==> config.mk <==
export PLATFORM = sky130hd
export DESIGN_NAME = fetch_ctrl
export DESIGN_NICKNAME = d
export VERILOG_FILES = /design/src/rtl/fetch_ctrl.sv
export SDC_FILE = /design/constraint.sdc
export NUM_CORES = 1
export LEC_CHECK = 0
export CORE_MARGIN = 2
export CORE_UTILIZATION = 55
export CTS_CLUSTER_DIAMETER = 60
export DETAILED_ROUTE_END_ITERATION = 10
export PLACE_DENSITY = 0.81
export SLEW_MARGIN = 0
export SYNTH_ARGS = -nofsm -noshare
export SYNTH_HDL_FRONTEND = slang
export SYNTH_SLANG_ARGS = --single-unit
export TNS_END_PERCENT = 5
==> constraint.sdc <==
create_clock -name clk_i -period 6.9 [get_ports clk_i]
set_clock_uncertainty 0.1 [all_clocks]
set_input_delay 1.38 -clock clk_i [delete_from_list [all_inputs] [get_ports clk_i]]
set_output_delay 1.38 -clock clk_i [all_outputs]
set_load 0.02 [all_outputs]
==> src/rtl/fetch_ctrl.sv <==
// Instruction fetch sequencer: owns the PC, reads a combinational ROM and queues {inst, pc} pairs for decode.
// Optional performance counters are enabled with `define FETCH_PERF_EN.
module fetch_ctrl #(
  parameter logic [31:0] RESET_PC  = 32'h0000_0000,
  parameter int          ROM_AW    = 6,
  parameter int          BUF_DEPTH = 2
) (
  input  logic              clk_i,
  input  logic              rst_i,
  input  logic              halt_i,
  input  logic              redirect_i,
  input  logic [31:0]       redirect_pc_i,
  output logic              rom_ce_o,
  output logic [ROM_AW-1:0] rom_addr_o,
  input  logic [31:0]       rom_inst_i,
  output logic [31:0]       inst_o,
  output logic [31:0]       inst_pc_o,
  output logic              inst_valid_o,
  input  logic              inst_ready_i
`ifdef FETCH_PERF_EN
  ,
  output logic [31:0]       perf_fetch_cnt_o,
  output logic [31:0]       perf_full_cnt_o
`endif
);

  localparam int             PW      = (BUF_DEPTH > 1) ? $clog2(BUF_DEPTH) : 1;
  localparam int             CW      = PW + 1;
  localparam logic [CW-1:0]  DEPTH_C = CW'(BUF_DEPTH);
  localparam logic [CW-1:0]  ONE_C   = CW'(1);

  typedef enum logic {
    IDLE  = 1'b0,
    FETCH = 1'b1
  } state_t;

  state_t        r_state;
  state_t        w_state_next;

  logic [31:0]   r_pc;
  logic [31:0]   w_pc_next;

  logic [PW-1:0] r_wr_ptr;
  logic [PW-1:0] r_rd_ptr;
  logic [PW-1:0] w_rd_ptr_inc;
  logic [CW-1:0] r_count;

  logic [31:0]   r_mem_inst [BUF_DEPTH];
  logic [31:0]   r_mem_pc   [BUF_DEPTH];

  logic [31:0]   r_head_inst;
  logic [31:0]   r_head_pc;
  logic [31:0]   w_head_inst_next;
  logic [31:0]   w_head_pc_next;

  logic          w_full;
  logic          w_valid;
  logic          w_pop;
  logic          w_can_fetch;
  logic          w_unused;

  assign w_full       = (r_count == DEPTH_C);
  assign w_valid      = (r_count != '0) & ~redirect_i;
  assign w_pop        = w_valid & inst_ready_i;
  assign w_rd_ptr_inc = r_rd_ptr + PW'(1);
  assign w_unused     = &{1'b0, redirect_pc_i[1:0]};

  // ---------------------------------------------------------------------------
  // Control FSM: one dead IDLE cycle after reset, then FETCH until next reset.
  // ---------------------------------------------------------------------------
  always_ff @(posedge clk_i or posedge rst_i) begin
    // NOTE: sequential state always uses non-blocking assignments so every
    // register samples the pre-edge values regardless of statement order.
    if (rst_i) begin
      r_state <= IDLE;
    end else begin
      r_state <= w_state_next;
    end
  end

  always_comb begin
    // NOTE: every combinational output gets a default first; a path that
    // leaves one unassigned would infer a latch.
    w_state_next = r_state;
    w_can_fetch  = 1'b0;
    case (r_state)
      IDLE: begin
        w_state_next = FETCH;
      end
      FETCH: begin
        w_can_fetch = ~halt_i & ~redirect_i & (~w_full | w_pop);
      end
      default: begin
        w_state_next = IDLE;
      end
    endcase
  end

  // Redirect wins over everything, including the IDLE dead cycle.
  always_comb begin
    w_pc_next = r_pc;
    if (redirect_i) begin
      w_pc_next = {redirect_pc_i[31:2], 2'b00};
    end else if (w_can_fetch) begin
      w_pc_next = r_pc + 32'd4;
    end
  end

  always_ff @(posedge clk_i or posedge rst_i) begin
    if (rst_i) begin
      r_pc <= RESET_PC;
    end else begin
      r_pc <= w_pc_next;
    end
  end

  // ---------------------------------------------------------------------------
  // FIFO bookkeeping
  // ---------------------------------------------------------------------------
  always_ff @(posedge clk_i or posedge rst_i) begin
    if (rst_i) begin
      r_wr_ptr <= '0;
      r_rd_ptr <= '0;
      r_count  <= '0;
    end else if (redirect_i) begin
      r_wr_ptr <= '0;
      r_rd_ptr <= '0;
      r_count  <= '0;
    end else begin
      if (w_can_fetch) begin
        r_wr_ptr <= r_wr_ptr + PW'(1);
      end
      if (w_pop) begin
        r_rd_ptr <= w_rd_ptr_inc;
      end
      case ({w_can_fetch, w_pop})
        2'b10:   r_count <= r_count + ONE_C;
        2'b01:   r_count <= r_count - ONE_C;
        default: r_count <= r_count;
      endcase
    end
  end

  // NOTE: the storage array is deliberately not reset; an entry is only ever
  // observed through the head register after it has been written.
  always_ff @(posedge clk_i) begin
    if (w_can_fetch) begin
      r_mem_inst[r_wr_ptr] <= rom_inst_i;
      r_mem_pc[r_wr_ptr]   <= r_pc;
    end
  end

  // The head register mirrors the oldest entry and holds it once the FIFO
  // empties, so decode sees stable data while valid is low.
  always_comb begin
    w_head_inst_next = r_head_inst;
    w_head_pc_next   = r_head_pc;
    if (!redirect_i) begin
      if (w_can_fetch && ((r_count == '0) || (w_pop && (r_count == ONE_C)))) begin
        w_head_inst_next = rom_inst_i;
        w_head_pc_next   = r_pc;
      end else if (w_pop && (r_count > ONE_C)) begin
        w_head_inst_next = r_mem_inst[w_rd_ptr_inc];
        w_head_pc_next   = r_mem_pc[w_rd_ptr_inc];
      end
    end
  end

  always_ff @(posedge clk_i or posedge rst_i) begin
    if (rst_i) begin
      r_head_inst <= '0;
      r_head_pc   <= '0;
    end else begin
      r_head_inst <= w_head_inst_next;
      r_head_pc   <= w_head_pc_next;
    end
  end

  assign rom_ce_o     = w_can_fetch;
  assign rom_addr_o   = r_pc[ROM_AW+1:2];
  assign inst_valid_o = w_valid;
  assign inst_o       = r_head_inst;
  assign inst_pc_o    = r_head_pc;

`ifdef FETCH_PERF_EN
  logic        w_full_stall;
  logic [31:0] r_perf_fetch_cnt;
  logic [31:0] r_perf_full_cnt;

  assign w_full_stall = (r_state == FETCH) & ~halt_i & ~redirect_i & w_full & ~w_pop;

  always_ff @(posedge clk_i or posedge rst_i) begin
    if (rst_i) begin
      r_perf_fetch_cnt <= '0;
      r_perf_full_cnt  <= '0;
    end else begin
      if (w_can_fetch) begin
        r_perf_fetch_cnt <= r_perf_fetch_cnt + 32'd1;
      end
      if (w_full_stall) begin
        r_perf_full_cnt <= r_perf_full_cnt + 32'd1;
      end
    end
  end

  assign perf_fetch_cnt_o = r_perf_fetch_cnt;
  assign perf_full_cnt_o  = r_perf_full_cnt;
`endif

endmodule

Word-level counts from Yosys, hierarchy flattened

Memory sizes are Yosys's and may differ from the RTL's.
Cells that the tools add are included.

Flip-flop bits (word level): 101
Bits in writable memories: 128
Memories: 2

Memories:

| memory     | depth | bits a word | rd ports | clocked after memory_dff | wr ports | RTL line | source |
|---|---|---|---|---|---|---|---|
| r_mem_inst | 2     | 32          | 1        | 0                        | 1        | 48       | `logic [31:0] r_mem_inst [BUF_DEPTH];` |
| r_mem_pc   | 2     | 32          | 1        | 0                        | 1        | 49       | `logic [31:0] r_mem_pc [BUF_DEPTH];` |

$add $sub $neg: 5
$lt $le $gt $ge: 1
Equal/unequal tests: 4
Mux-type cells: 15
Bitwise operators: 8
Reductions and logical operators: 11

Operators with widths:

| kind                  | count |
|---|---|
| $mux 32               | 6 |
| $add 32x3->32 const B | 1 |
| $reduce_bool 2->1     | 4 |
| $mux 1                | 7 |
| $and 1x1->1           | 4 |
| $eq 2x1->1 const B    | 2 |
| $eq 2x2->1 const B    | 2 |
| $pmux 2 s2            | 1 |
| $logic_and 1x1->1     | 3 |
| $not 1->1             | 3 |
| $reduce_bool 3->1     | 1 |
| $add 1x1->1 const B   | 2 |
| $add 2x1->2 const B   | 1 |
| $gt 2x1->1 const B    | 1 |
| $logic_not 2->1       | 1 |
| $mux 2                | 1 |
| $reduce_and 2->1      | 1 |
| $sub 2x1->2 const B   | 1 |
| $logic_or 1x1->1      | 1 |
| $or 1x1->1            | 1 |

Depth between registers and ports, before layout

Depth after elaboration: 9
Gate-level depth with buffers: 9
Depth with buffers taken out: 6

Worst setup path before layout

OpenSTA, ideal clock, no wires.

Path kind: input -> register
Start: input port redirect_i
End: memory r_mem_inst[0][0], enable pin
Arrival: 6.261 ns
Setup slack: -0.020 ns
Stages: 4
Path buffers: 3
Path through: clkbuf_1 > buf_1 > buf_1 > nor3_1

Word-level cells in the longest chain between the ends: 8

RTL lines:

| what                             | RTL line | source |
|---|---|---|
| start: declaration               | 11       | `input logic redirect_i,` |
| $not 1->1 (no source line) (*)   | -        |  |
| $and 1x1->1                      | 63       | `assign w_valid = (r_count != '0) & ~redirect_i;` |
| $and 1x1->1                      | 64       | `assign w_pop = w_valid & inst_ready_i;` |
| $or 1x1->1                       | 91       | `w_can_fetch = ~halt_i & ~redirect_i & (~w_full \| w_pop);` |
| $and 1x1->1 (*)                  | 91       |  |
| $mux 1 (*)                       | 86       | `case (r_state)` |
| $mux 1 (*)                       | 147      | `if (w_can_fetch) begin` |
| $mux 1 (not written as such) (*) | 148      | `r_mem_inst[r_wr_ptr] <= rom_inst_i;` |
| end: declaration                 | 48       |  |

Mark *: on every way between the ends. The rest lies on a longest branch, timed or not.

Worst setup path in the final report

Start: input port inst_ready_i
End: output port rom_ce_o

Word-level cells in the longest chain between the ends: 4

RTL lines:

| what               | RTL line | source |
|---|---|---|
| start: declaration | 19       | `input logic inst_ready_i` |
| $and 1x1->1        | 64       |  |
| $or 1x1->1         | 91       |  |
| $and 1x1->1        | 91       |  |
| $mux 1             | 86       |  |
| end: declaration   | 13       | `output logic rom_ce_o,` |

Every way passes these cells.

==> impl_metrics.env <==
export IMPL_numCtsBuffers=23
export IMPL_start_kind="input port"
export IMPL_synthSimpleGateAreaFrac_pct=5.94
export IMPL_hold_viol_final=0
export IMPL_grt_total_usage_pct=22.0
export IMPL_cp_slowest_stage_delay_ns=0.62
export IMPL_nNetsFinal=861
export IMPL_n_antenna_cell=0
export IMPL_drive_above_1_share_pct=16.2
export IMPL_crit_slowest_cell="clkdlybuf4s50_1"
export IMPL_wl_per_cell_um=20.3
export IMPL_grt_pass1_vias=6152
export IMPL_path_clk_slew_ns=0.06
export IMPL_final_cells=1029
export IMPL_fin_crit_ns=5.05
export IMPL_cts_root_buf="clkbuf_16"
export IMPL_setup_tns_ns=0
export IMPL_syn_to_final_growth_pct=23.3
export IMPL_comb_power_share_pct=28.7
export IMPL_final_setup_viol_count=0
export IMPL_post_cts_buffers=0
export IMPL_synth_top_family_by_area="multiplexers"
export IMPL_dieArea_mm2=0.0188
export IMPL_power_leakage_nw=4.31
export IMPL_seqPwrFrac_pct=42.5
export IMPL_first_pass_iters=7
export IMPL_crit_arrival_ns=3.57
export IMPL_hold_class="flip-flop to flip-flop"
export IMPL_synth_mux_area_share_pct=21.5
export IMPL_endpoint_kind="primary output"
export IMPL_synth_compound_area_share_pct=5.21
export IMPL_drt_iter0_drc=472
export IMPL_htreeDepth=1
export IMPL_rsz0062_at_grt="false"
export IMPL_ys_seq_elements=221
export IMPL_path_cells="clkdlybuf4s50_1 -> nand2b_1 -> a21o_1 -> nor2_1 -> clkdlybuf4s50_1"
export IMPL_finalPower_w=0.00423
export IMPL_synthTopCellsByArea="edfxtp_1, dfrtp_1, mux2_1"
export IMPL_vias=6039
export IMPL_max_freq_mhz=198
export IMPL_cts_resized_gates=0
export IMPL_synth_xor_area_share_pct=0.900
export IMPL_routed_via_density=5.87
export IMPL_cts_tree="built"
export IMPL_yosysTopAreaCellShare_pct=38.3
export IMPL_slew_headroom_pct=29.7
export IMPL_place_gp_congestion=0.870
export IMPL_synth_fa_ha_area_share_pct=0.515
export IMPL_synth_largest_area_cell="edfxtp_1"
export IMPL_ys_warn_count=0
export IMPL_syn_inst=663
export IMPL_crit_type="input port to primary output"
export IMPL_fp_dieW_um=137
export IMPL_clock_power_share_pct=28.7
export IMPL_die_y_um=137
export IMPL_grt_pass1_wl_um=31900
export IMPL_timing_max_transition_violations_final=0
export IMPL_p_sw_w=0.00125
export IMPL_peakVddDrop_mv=0.255
export IMPL_swShare_pct=29.5
export IMPL_core_mm2=0.0173
export IMPL_drc=0
export IMPL_clkLatencyLatePin_ns=0.50
export IMPL_ios=141
export IMPL_synth_avg_cell_area_um2=14.7
export IMPL_ys_types=49
export IMPL_initial_utilization_pct=56.2
export IMPL_power_density_mw_per_mm2=352
export IMPL_final_period_utilization_pct=73.2
export IMPL_postCtsHoldBufs=0
export IMPL_grt_max_degree=63
export IMPL_clk_path_buf_depth=3
export IMPL_critPathMaxFanout=21
export IMPL_grt_overflow=0
export IMPL_ys_seq_area_share_pct=63.2
export IMPL_wl_um=20900
export IMPL_required_ns=5.42
export IMPL_syn_area_mm2=0.00973
export IMPL_maxCapViolCount=0
export IMPL_intPower_w=0.00298
export IMPL_worst_slew_pin_slew_ns=1.05
export IMPL_cts_sink_count=221
export IMPL_final_cell_mix="clkdlybuf4s50_1, edfxtp_1, dfrtp_1, mux2_1, mux2_2"
export IMPL_status="completed"
export IMPL_grt_antenna_before_repair=0
export IMPL_core_rowCount=48
export IMPL_dp_cells=988
export IMPL_detail_route_antenna_nets=0
export IMPL_crit_top_cell="clkdlybuf4s50_1"
export IMPL_io_buffers=136
export IMPL_mostFrequentLayoutCell="clkdlybuf4s50_1"
export IMPL_hold_slack_ns=0.375
export IMPL_hpwl_um=12900
-- power groups by stage --
stage	Clock [W]	Combinational, W	Sequential, W
floorplan	0	0.000456	0.00201
global placement	0	0.00119	0.00180
detailed placement	0	0.00122	0.00182
CTS	0.00124	0.00123	0.00180
global route	0.00130	0.00129	0.00183
finish	0.00121	0.00121	0.00180
-- state kept, by name (all words and copies together), names as in the netlist --
register,cells
inst_o,32
inst_pc_o,30
r_count,2
r_mem_inst,64
r_mem_pc,60
r_pc,30
r_rd_ptr,1
r_state,1
r_wr_ptr,1
-- per-layer routing --
| metal | track usage [%] | wire, um |
|---|---|---|
| met3 | 3.41 | 1520 |
| met1 | 29.5 | 8760 |
| met4 | 5.61 | 323 |
| met2 | 37.8 | 10300 |
| met5 | 0 | 0 |
-- critical path: cells and delay by family --
kind	cells	cell delay [ns]
AO/OA/AOI/OAI	1	0.41
buffers and inverters	2	1.16
AND/OR/NAND/NOR	2	0.62
-- worst paths after layout --
path	start	endpoint	slack (ns)	depth (start not counted)
max	inst_ready_i	rom_ce_o	1.85	5
min	r_pc[31]$_DFFE_PP0P_	r_mem_pc[1][31]$_DFFE_PP_	0.37	0
max reg2reg	r_count[0]$_DFFE_PP0P_	r_mem_pc[1][29]$_DFFE_PP_	3.07	6
min reg2reg	r_pc[31]$_DFFE_PP0P_	r_mem_pc[1][31]$_DFFE_PP_	0.37	0
max in group asynchronous	rst_i	r_rd_ptr$_DFFE_PP0P_	4.29	3
min in group asynchronous	rst_i	inst_o[7]$_DFFE_PP0P_	1.27	2
-- through the flow --
| step | setup slack [ns] | utilization (%) | area (um^2) |
|---|---|---|---|
| final | 1.85 | 69.4 | 12000 |
| after global routing | 1.75 | 69.4 | 12000 |
| after CTS | 1.89 | 69.4 | 12000 |
| after detailed placement | 1.90 | 65.1 | 11300 |
| after global placement | 1.92 | 65.1 | 11300 |
| after floorplan | 1.88 | - | 9740 |
-- area by class of cell --
type / instances / area (um^2)
tap: 225 / 282
multi-input combinational: 385 / 3340
inverter: 15 / 58.8
clock buffer: 29 / 629
fill: 1177 / 5300
sequential: 221 / 6150
clock inverter: 12 / 113
timing repair buffer: 142 / 1420
-- cell usage after synthesis (all sizes together) --
master and count:
mux2 166, edfxtp 124, dfrtp 97, nor2 26
nand2 24, buf 23, mux2i 22, clkbuf 20
o21ai 16, a31oi 15, inv 15, nand3 13
nand4 11, o31ai 8, or4 8, xnor2 8
a21oi 7, or3 6, a2111oi 5, nor3 5
a211oi 4, ha 4, a2111o 3, nand2b 3
nor4 3, or2 3, a311o 2, a31o 2
and3 2, conb 2, nand3b 2, nor2b 2
o21a 2, xor2 2, a211o 1, a21o 1
a221o 1, a22oi 1, a311oi 1, and4 1
nor3b 1, o311a 1
-- cells by family after synthesis --
| logic type | count (synthesis) |
|---|---|
| AND/OR/NAND/NOR | 110 |
| multiplexers | 188 |
| flip-flops | 221 |
| AO/OA/AOI/OAI | 70 |
| other | 2 |
| XOR/XNOR | 10 |
| adder cells (fa/ha/maj) | 4 |
| buffers and inverters | 58 |
No activity file was read; power rests on OpenSTA's default activity.
